===== config.mk =====
export PLATFORM = sky130hd
export DESIGN_NAME = ff_write_arbiter
export DESIGN_NICKNAME = d
export VERILOG_FILES = /design/src/rtl/ff_write_arbiter_pkg.sv /design/src/rtl/ff_write_arbiter_rr_pick.sv /design/src/rtl/ff_write_arbiter.sv
export SDC_FILE = /design/constraint.sdc
export NUM_CORES = 1
export LEC_CHECK = 0
export BUFFER_PORTS_ARGS = -buffer_cell sky130_fd_sc_hd__buf_2
export CAP_MARGIN = 0
export CORE_UTILIZATION = 42
export CTS_BUF_LIST = sky130_fd_sc_hd__clkbuf_2
export DETAILED_ROUTE_END_ITERATION = 10
export GPL_TIMING_DRIVEN = 0
export PLACE_DENSITY = 0.75
export SETUP_SLACK_MARGIN = 0.1
export SKIP_LAST_GASP = 1
export SLEW_MARGIN = 10
export SYNTH_ARGS = -nofsm -noshare
export SYNTH_HDL_FRONTEND = slang
export SYNTH_SLANG_ARGS = --single-unit

===== constraint.sdc =====
create_clock -name clk -period 1.35 [get_ports clk]
set_clock_uncertainty 0.1 [all_clocks]
set_input_delay 0.27 -clock clk [delete_from_list [all_inputs] [get_ports clk]]
set_output_delay 0.27 -clock clk [all_outputs]
set_load 0.01 [all_outputs]

===== src/rtl/ff_write_arbiter_pkg.sv =====
// Shared definitions for the ff_write_arbiter block.
//   arb_state_e  : two-state arbiter FSM encoding (IDLE / OWN)
//   DEF_*        : default parameter values for the top level
package ff_write_arbiter_pkg;

  typedef enum logic {
    ST_IDLE = 1'b0,
    ST_OWN  = 1'b1
  } arb_state_e;

  localparam int DEF_NREQ     = 4;
  localparam int DEF_WIDTH    = 8;
  localparam int DEF_MAX_HOLD = 4;

endpackage


===== src/rtl/ff_write_arbiter_rr_pick.sv =====
// Combinational round-robin picker.
//   i_req     : request vector, one bit per requester
//   i_rr_ptr  : index of the most recent grantee (lowest priority)
//   o_pick    : first requester with req set, searching upward from i_rr_ptr+1 with wrap
//   o_any_req : at least one request bit is set
module ff_write_arbiter_rr_pick #(
  parameter int NREQ = 4,
  parameter int PW   = $clog2(NREQ)
) (
  input  logic [NREQ-1:0] i_req,
  input  logic [PW-1:0]   i_rr_ptr,
  output logic [PW-1:0]   o_pick,
  output logic            o_any_req
);

  function automatic logic [PW-1:0] wrap_idx(input int v);
    return PW'(v % NREQ);
  endfunction

  // Walk from the farthest candidate to the nearest so the nearest set bit
  // overwrites the others and ends up as the pick.
  always_comb begin
    o_pick    = '0;
    o_any_req = 1'b0;
    for (int k = NREQ; k >= 1; k--) begin
      if (i_req[wrap_idx(int'(i_rr_ptr) + k)]) begin
        o_pick    = wrap_idx(int'(i_rr_ptr) + k);
        o_any_req = 1'b1;
      end
    end
  end

endmodule


===== src/rtl/ff_write_arbiter.sv =====
// Round-robin arbiter sharing one WIDTH-bit register among NREQ requesters.
//   clk, rst  : clock, synchronous active-high reset
//   req       : per-requester level request
//   wr_data   : packed data words, requester i at [i*WIDTH +: WIDTH]
//   wr_last   : per-requester "final word" marker
//   gnt       : registered one-hot grant (zero when idle)
//   owner     : current or most recent grantee
//   busy      : high while a grant is held
//   q         : shared register
//   q_valid   : sticky, set by the first write after reset
module ff_write_arbiter
  import ff_write_arbiter_pkg::*;
#(
  parameter int NREQ     = DEF_NREQ,
  parameter int WIDTH    = DEF_WIDTH,
  parameter int MAX_HOLD = DEF_MAX_HOLD
) (
  input  logic                    clk,
  input  logic                    rst,
  input  logic [NREQ-1:0]         req,
  input  logic [NREQ*WIDTH-1:0]   wr_data,
  input  logic [NREQ-1:0]         wr_last,
  output logic [NREQ-1:0]         gnt,
  output logic [$clog2(NREQ)-1:0] owner,
  output logic                    busy,
  output logic [WIDTH-1:0]        q,
  output logic                    q_valid
);

  localparam int PW = $clog2(NREQ);
  localparam int HW = $clog2(MAX_HOLD + 1);

  arb_state_e        r_state, w_state_nxt;
  logic [NREQ-1:0]   r_gnt, w_gnt_nxt;
  logic [PW-1:0]     r_owner, w_owner_nxt;
  logic [PW-1:0]     r_rr_ptr, w_rr_nxt;
  logic [HW-1:0]     r_hold_cnt, w_hold_nxt;
  logic [WIDTH-1:0]  r_q, w_q_nxt;
  logic              r_q_valid, w_qv_nxt;

  logic [PW-1:0]     w_pick;
  logic              w_any_req;
  logic              w_wr;
  logic              w_final;
  logic [WIDTH-1:0]  w_data_arr [NREQ];

  for (genvar g = 0; g < NREQ; g++) begin : g_split
    assign w_data_arr[g] = wr_data[g*WIDTH +: WIDTH];
  end

  ff_write_arbiter_rr_pick #(.NREQ(NREQ), .PW(PW)) u_pick (
    .i_req     (req),
    .i_rr_ptr  (r_rr_ptr),
    .o_pick    (w_pick),
    .o_any_req (w_any_req)
  );

  // The owner writes exactly in the cycles it keeps its request up.
  assign w_wr    = (r_state == ST_OWN) && req[r_owner];
  // Last write of this grant: requester says so, or the hold limit is reached.
  assign w_final = wr_last[r_owner] || (r_hold_cnt == HW'(MAX_HOLD - 1));

  // State register
  always_ff @(posedge clk) begin
    if (rst) r_state <= ST_IDLE;
    else     r_state <= w_state_nxt;
  end

  // Next-state logic
  always_comb begin
    w_state_nxt = r_state;
    unique case (r_state)
      ST_IDLE: if (w_any_req)         w_state_nxt = ST_OWN;
      ST_OWN:  if (!w_wr || w_final)  w_state_nxt = ST_IDLE;
      default:                        w_state_nxt = ST_IDLE;
    endcase
  end

  // Output / datapath next values; everything lands in flops below so no
  // input reaches an output combinationally.
  always_comb begin
    w_gnt_nxt   = '0;
    w_owner_nxt = r_owner;
    w_rr_nxt    = r_rr_ptr;
    w_hold_nxt  = r_hold_cnt;
    w_q_nxt     = r_q;
    w_qv_nxt    = r_q_valid;
    unique case (r_state)
      ST_IDLE: begin
        if (w_any_req) begin
          w_gnt_nxt   = NREQ'(1) << w_pick;
          w_owner_nxt = w_pick;
          w_rr_nxt    = w_pick;
          w_hold_nxt  = '0;
        end
      end
      ST_OWN: begin
        if (w_wr) begin
          w_q_nxt    = w_data_arr[r_owner];
          w_qv_nxt   = 1'b1;
          w_hold_nxt = r_hold_cnt + HW'(1);
          if (!w_final) w_gnt_nxt = r_gnt;
        end
      end
      default: ;
    endcase
  end

  always_ff @(posedge clk) begin
    if (rst) begin
      r_gnt      <= '0;
      r_owner    <= '0;
      r_rr_ptr   <= PW'(NREQ - 1);  // requester 0 gets first priority
      r_hold_cnt <= '0;
      r_q        <= '0;
      r_q_valid  <= 1'b0;
    end else begin
      r_gnt      <= w_gnt_nxt;
      r_owner    <= w_owner_nxt;
      r_rr_ptr   <= w_rr_nxt;
      r_hold_cnt <= w_hold_nxt;
      r_q        <= w_q_nxt;
      r_q_valid  <= w_qv_nxt;
    end
  end

  assign gnt     = r_gnt;
  assign owner   = r_owner;
  assign busy    = (r_state == ST_OWN);
  assign q       = r_q;
  assign q_valid = r_q_valid;

endmodule


* Yosys cells after proc, flatten, opt, wreduce, memory -nomap -nowiden *
Index checks and enable logic that the tools add are counted.

storage, ports and cells
  flip-flop bits (word level) = 21
  bits in latches = 0
  bits in writable memories = 0
  ROM bits = 0
  logic and storage cells = 65
  memories = 0

operators by class
  add/sub/neg operators = 5
  $mul = 0
  div/mod/pow operators = 0
  $lt $le $gt $ge = 6
  eq/ne operators = 4
  shift-type cells = 1
  mux-type cells = 33
  bitwise gates (word level) = 2
  reduce and logical (&&, ||, !) cells = 7

operator list
  operator                                                     number
  binary-select mux 8 bit (select 2 bit)                       1
  two-way mux 8 bit                                            2
  less-than comparator 2 x 3 -> 1 bit (second input constant)  5
  binary-select mux 1 bit (select 2 bit)                       6
  two-way mux 1 bit                                            12
  two-way mux 4 bit                                            3
  two-way mux 2 bit                                            4
  case mux 4 bit (2 select lines)                              1
  two-way mux 3 bit                                            2
  case mux 3 bit (2 select lines)                              1
  AND reduction 2 bit                                          3
  adder 2 x 1 -> 2 bit (second input constant)                 2
  adder 2 bit (second input constant)                          2
  inequality test 2 x 1 -> 1 bit (second input constant)       2
  << shifter 1 x 2 -> 4 bit (first input constant)             1
  adder 3 x 1 -> 3 bit (second input constant)                 1
  equality test 3 x 2 -> 1 bit (second input constant)         1
  greater-or-equal comparator 3 bit (second input constant)    1
  inequality test 3 x 2 -> 1 bit (second input constant)       1
  NOT 2 -> 3 bit                                               1
  logical OR 1 bit                                             2
  case mux 1 bit (2 select lines)                              1
  logical AND 1 bit                                            1
  zero test 1 bit                                              1
  NOT 1 bit                                                    1

* Depth between registers and ports, before layout *
  depth after elaboration = 10
  gate-level depth with buffers = 6
  depth with buffers taken out = 6

* Modules after synthesis *
From an unflattened synthesis, not the netlist that was laid out.

second synthesis, totals
  cells, all modules = 122
  area total of the unflattened synthesis = 1158.6 um^2

by module, submodules not included
  module                    instances  cells an instance  area each (um^2)  sequential area each (um^2)
  ff_write_arbiter          1          108                1067.3            420.4
  ff_write_arbiter_rr_pick  1          14                 91.3              0.0

* Worst setup path after synthesis *
OpenSTA, ideal clock, no wires.

  path type = register -> register
  start point = reg r_owner[0] (netlist: owner[0])
  end point = reg r_q[0] (netlist: q[0])
  arrival time = 1.238 ns
  path slack = -0.120 ns
  cell stages (with the launch flop) = 5
  clock period less this slack = 1.470 ns
  cell sequence = dfxtp_1 > buf_6 > mux4_2 > nand2_1 > a21oi_1

on the way
  longest elaborated chain between the ends = 4

RTL lines
  element                                                                                                   line                                            source
  start: declaration                                                                                        ff_write_arbiter.sv:35                          logic [PW-1:0] r_owner, w_owner_nxt;
  start signal: assignment                                                                                  ff_write_arbiter.sv:119                         r_owner <= w_owner_nxt;
  binary-select mux 1 bit (select 2 bit) / NOT 2 -> 3 bit (equally long branches)                           ff_write_arbiter.sv:59, ff_write_arbiter.sv:99
  two-way mux 1 bit (implied by the code) / binary-select mux 8 bit (select 2 bit) (equally long branches)  ff_write_arbiter.sv:59, ff_write_arbiter.sv:99
  logical AND 1 bit / two-way mux 8 bit (equally long branches)                                             ff_write_arbiter.sv:59, ff_write_arbiter.sv:99
  AND reduction 2 bit (no line) / two-way mux 8 bit (equally long branches)                                 --
  end signal: assignment                                                                                    ff_write_arbiter.sv:122                         r_q <= w_q_nxt;
  end: declaration                                                                                          ff_write_arbiter.sv:38                          logic [WIDTH-1:0] r_q, w_q_nxt;

Parallel ways exist; a longest one is shown, timed or not. The select of a mux whose other input is x is not followed.
A chain may end at the register's enable or synchronous reset.

* Worst setup path in the final report *
  start point = reg r_hold_cnt[0]
  end point = reg r_gnt[0] (netlist: gnt[0])

on the way
  longest elaborated chain between the ends = 3

RTL lines
  element                                   line                     source
  start: declaration                        ff_write_arbiter.sv:37   logic [HW-1:0] r_hold_cnt, w_hold_nxt;
  start signal: assignment                  ff_write_arbiter.sv:121  r_hold_cnt <= w_hold_nxt;
  equality test 3 x 2 -> 1 bit              ff_write_arbiter.sv:61   assign w_final = wr_last[r_owner] || (r_hold_cnt == HW'(MAX_HOLD - 1));
  logical OR 1 bit                          ff_write_arbiter.sv:61
  inequality test 3 x 2 -> 1 bit (no line)  --
  end signal: assignment                    ff_write_arbiter.sv:118  r_gnt <= w_gnt_nxt;
  end: declaration                          ff_write_arbiter.sv:34   logic [NREQ-1:0] r_gnt, w_gnt_nxt;

No other way between the ends.

==> impl_metrics.xml <==
<?xml version="1.0" encoding="UTF-8"?>
<metrics>
  <group name="critical_path">
    <metric name="worst-setup-path-type" unit="">reg -&gt; reg</metric>
    <metric name="critical_path_peak_fanout" unit="">4</metric>
    <metric name="cpPeakStageDelay" unit="ns">0.41</metric>
    <metric name="critical_path.startpoint_type" unit="">flip-flop</metric>
    <metric name="ff2ff_setup_slack" unit="ns">-0.12</metric>
    <metric name="cp_top_family" unit="">flip-flops</metric>
    <metric name="worstSetupEndpointType" unit="">flip-flop</metric>
    <metric name="worst-endpoint-arrival" unit="ns">1.62</metric>
    <metric name="required" unit="ns">1.50</metric>
    <metric name="crit_path_cell_trace" unit="">ha_4 -&gt; ha_4 -&gt; and2b_1 -&gt; a22oi_4 -&gt; nor3_4 -&gt; a22o_1</metric>
    <metric name="timing.critical_path.mode_cell" unit="">sky130_fd_sc_hd__ha_4</metric>
    <metric name="worst_path_max_delay_cell" unit="">sky130_fd_sc_hd__dfxtp_2</metric>
    <metric name="critical_path_buf_inv_count" unit="">0</metric>
  </group>
  <group name="grt">
    <metric name="grt_first_pass_wirelength" unit="µm">4443</metric>
    <metric name="number_of_antenna_violations_at_the_first_check_in_global_routing" unit="">0</metric>
    <metric name="grt_start_max_net_pins" unit="">13</metric>
    <metric name="grt-ovfl-total" unit="">0</metric>
    <metric name="first_global_vias" unit="">1157</metric>
    <metric name="gr-usage-all-layers" unit="">0.2133</metric>
  </group>
  <group name="yosys">
    <metric name="post-synth-top-area-fraction" unit="">0.3574</metric>
    <metric name="yosys_register_bits" unit="">21</metric>
    <metric name="mappedNetlistArea" unit="µm²">1176</metric>
    <metric name="synth-main-ff-cell" unit="">sky130_fd_sc_hd__dfxtp_1</metric>
    <metric name="synthesis.nets" unit="">165</metric>
    <metric name="synth_cell_type_count" unit="">32</metric>
    <metric name="synth-async-reset-ratio" unit="">0</metric>
    <metric name="syn_avg_cell_area" unit="µm²">9.720</metric>
    <metric name="synth_top_cells_by_area" unit="">sky130_fd_sc_hd__dfxtp_1 36%, sky130_fd_sc_hd__mux4_2 15%, sky130_fd_sc_hd__nand2_1 6.4%, sky130_fd_sc_hd__a21oi_1 5.5%, sky130_fd_sc_hd__mux2i_1 3.4%</metric>
    <metric name="cells_after_synthesis" unit="">121</metric>
    <metric name="ys_warn_count" unit="">0</metric>
    <metric name="synth_seq_area_share" unit="">0.3574</metric>
    <metric name="synthDominantAreaCellType" unit="">sky130_fd_sc_hd__dfxtp_1</metric>
    <metric name="post_synth_edffs" unit="">0</metric>
  </group>
  <group name="placement">
    <metric name="gpl_congestion" unit="">0.7550</metric>
    <metric name="place_inst" unit="">208</metric>
    <metric name="placement_setup_slack" unit="ns">-0.1491</metric>
    <metric name="placed_cell_area" unit="µm²">1569</metric>
    <metric name="post-dp-hpwl" unit="µm">2141</metric>
    <metric name="placement.io_buffers" unit="">57</metric>
  </group>
  <group name="floorplan">
    <metric name="die_footprint" unit="µm²">3016</metric>
    <metric name="overall_die_width" unit="µm">54.92</metric>
    <metric name="fp.dieH" unit="µm">54.92</metric>
    <metric name="ioPinCount" unit="">58</metric>
    <metric name="core-area" unit="µm²">2567</metric>
    <metric name="start_util" unit="">0.4581</metric>
    <metric name="row_count" unit="">18</metric>
  </group>
  <group name="final_layout">
    <metric name="final_util" unit="">0.7271</metric>
    <metric name="layout.cell_area.non_filler" unit="µm²">1867</metric>
    <metric name="drive_gt1_frac" unit="">0.6943</metric>
    <metric name="number_of_standard_cells_in_the_final_layout_excluding_fillers" unit="">223</metric>
    <metric name="area_growth" unit="%">58.72</metric>
    <metric name="antennaDiodeCount" unit="">0</metric>
    <metric name="most-common-layout-cells" unit="">52 x sky130_fd_sc_hd__buf_2, 14 x sky130_fd_sc_hd__nand2_1, 12 x sky130_fd_sc_hd__buf_6</metric>
    <metric name="fin_nets" unit="">238</metric>
    <metric name="leading_cell_type_in_the_layout_fill_and_taps_excluded" unit="">sky130_fd_sc_hd__buf_2</metric>
  </group>
  <group name="drt">
    <metric name="first_iter_violations" unit="">12</metric>
    <metric name="post_drt_wl_per_cell" unit="µm">14.47</metric>
    <metric name="total_number_of_vias" unit="">1197</metric>
    <metric name="wirelength" unit="µm">3227</metric>
    <metric name="drt_first_pass_iters" unit="">4</metric>
    <metric name="drt_drc_violations_left" unit="">0</metric>
    <metric name="final_antenna_net_count" unit="">0</metric>
    <metric name="vias_per_cell" unit="">5.368</metric>
  </group>
  <group name="clock_network">
    <metric name="cts.reportedPaths.clkPinSlew" unit="ns">0.21</metric>
    <metric name="post_cts_hold_buffer_count" unit="">0</metric>
    <metric name="tritoncts_num_sinks" unit="">21</metric>
    <metric name="cts-root-buf" unit="">sky130_fd_sc_hd__clkbuf_2</metric>
    <metric name="tritoncts" unit="">built</metric>
    <metric name="worstSkewPairLatency" unit="ns">0.32</metric>
    <metric name="cts.path.max_buffers" unit="">2</metric>
    <metric name="clock_tree.htree_level_count" unit="">1</metric>
    <metric name="number_of_buffers_added_by_the_clock_tree_synthesis_step" unit="">3</metric>
  </group>
  <group name="outcome">
    <metric name="outcome" unit="">complete, but fails checks</metric>
    <metric name="failing_checks" unit="">setup timing</metric>
  </group>
  <group name="timing">
    <metric name="finalMaxSlewViolations" unit="">0</metric>
    <metric name="final_period_minus_worst_setup_slack" unit="ns">1.473</metric>
    <metric name="fin_ws" unit="ns">-0.1234</metric>
    <metric name="final_setup_violations" unit="">17</metric>
    <metric name="holdWs" unit="ns">0.2032</metric>
    <metric name="finalHoldViolations" unit="">0</metric>
    <metric name="totalNegativeSetupSlack" unit="ns">-1.240</metric>
    <metric name="timing.fmax" unit="GHz">0.6787</metric>
    <metric name="tightestPinTransition" unit="ns">0.6042</metric>
    <metric name="grt_setup_unrepaired" unit="">true</metric>
    <metric name="post-route-period-util" unit="">1.091</metric>
    <metric name="maxSlewHeadroom" unit="">0.5972</metric>
  </group>
  <group name="power_and_ir_drop">
    <metric name="max-vdd-ir-drop" unit="mV">0.5849</metric>
    <metric name="p_per_area" unit="nW/µm²">886.9</metric>
    <metric name="design_power_total" unit="mW">1.656</metric>
    <metric name="power_leakage" unit="nW">0.8015</metric>
  </group>
  <group name="min_path">
    <metric name="classification_of_the_worst_slack_hold_path" unit="">in -&gt; reg</metric>
  </group>
  <group name="job">
    <metric name="drv.max_cap_violation_count" unit="">0</metric>
  </group>
</metrics>
power breakdown:
group	internal (mW)	switching [mW]	total (mW)
clock	0.0671	0.192	0.259
combinational	0.369	0.289	0.658
sequential	0.680	0.0575	0.738
synth_stat cells (2+ instances only):
| library cell | number |
|---|---|
| sky130_fd_sc_hd__nor3_1 | 2 |
| sky130_fd_sc_hd__ha_1 | 2 |
| sky130_fd_sc_hd__and2b_1 | 2 |
| sky130_fd_sc_hd__o21ai_1 | 2 |
| sky130_fd_sc_hd__nand2_1 | 20 |
| sky130_fd_sc_hd__mux4_2 | 8 |
| sky130_fd_sc_hd__a21oi_1 | 13 |
| sky130_fd_sc_hd__a22o_1 | 3 |
| sky130_fd_sc_hd__mux2i_1 | 4 |
| sky130_fd_sc_hd__or2_1 | 3 |
| sky130_fd_sc_hd__nor2b_1 | 2 |
| sky130_fd_sc_hd__nand2b_1 | 5 |
| sky130_fd_sc_hd__nor2_1 | 9 |
| sky130_fd_sc_hd__o21ai_0 | 2 |
| sky130_fd_sc_hd__nand3_1 | 4 |
| sky130_fd_sc_hd__buf_6 | 2 |
| sky130_fd_sc_hd__buf_2 | 3 |
| sky130_fd_sc_hd__dfxtp_1 | 21 |
registers in the layout, summed over array words and instances (netlist names):
signal,count
q,8
busy,1
r_rr_ptr,2
gnt,4
r_hold_cnt,3
owner,2
q_valid,1
worst paths after layout:
path | from | end | depth (start not counted)
max | r_hold_cnt[0]$_SDFFE_PP0P_ | gnt[0]$_SDFFE_PP0P_ | 6
min | rst | q[3]$_SDFFE_PP0P_ | 3
max reg2reg | r_hold_cnt[0]$_SDFFE_PP0P_ | gnt[0]$_SDFFE_PP0P_ | 6
min reg2reg | q[5]$_SDFFE_PP0P_ | q[5]$_SDFFE_PP0P_ | 2
area by class of cell:
class | count | area [µm²]
buffer | 7 | 78.83
clock buffer | 3 | 15.01
clock inverter | 1 | 5.005
fill | 181 | 700.7
inverter | 1 | 3.754
multi-input combinational | 92 | 849.6
sequential | 21 | 445.4
tap | 30 | 37.54
timing repair buffer | 68 | 431.7
per-layer routing:
layer	wire [µm]	GRT usage
met4	68	0.1208
met5	0	0
met3	160	0.02732
met1	1322	0.2024
met2	1675	0.4277
cell families (layout without fill, tap and decap cells):
family / count (synthesis) / in the layout / share of synthesized area
buffers and inverters: 8 / 80 / 0.04999
and+or+nand+nor: 51 / 51 / 0.2160
adders and majority gates: 2 / 2 / 0.02127
AOI/OAI and AO/OA: 27 / 27 / 0.1681
DFF: 21 / 21 / 0.3574
muxes: 12 / 12 / 0.1872
worst reg2reg max path, delay by kind of cell, from the launching register on:
family                   cells  cell delay (ns)
flip-flops                   1             0.41
adder cells (fa/ha/maj)      2             0.27
AND/OR/NAND/NOR              2             0.26
AO/OA/AOI/OAI                2             0.38
what timing repair did:
action	in CTS	in global routing
buffers inserted	4	4
gates cloned	1	2
setup endpoints to repair	23	32
gates resized for setup	17	36
pin swaps	11	17
Note: power is estimated with default switching activity, not from simulation.
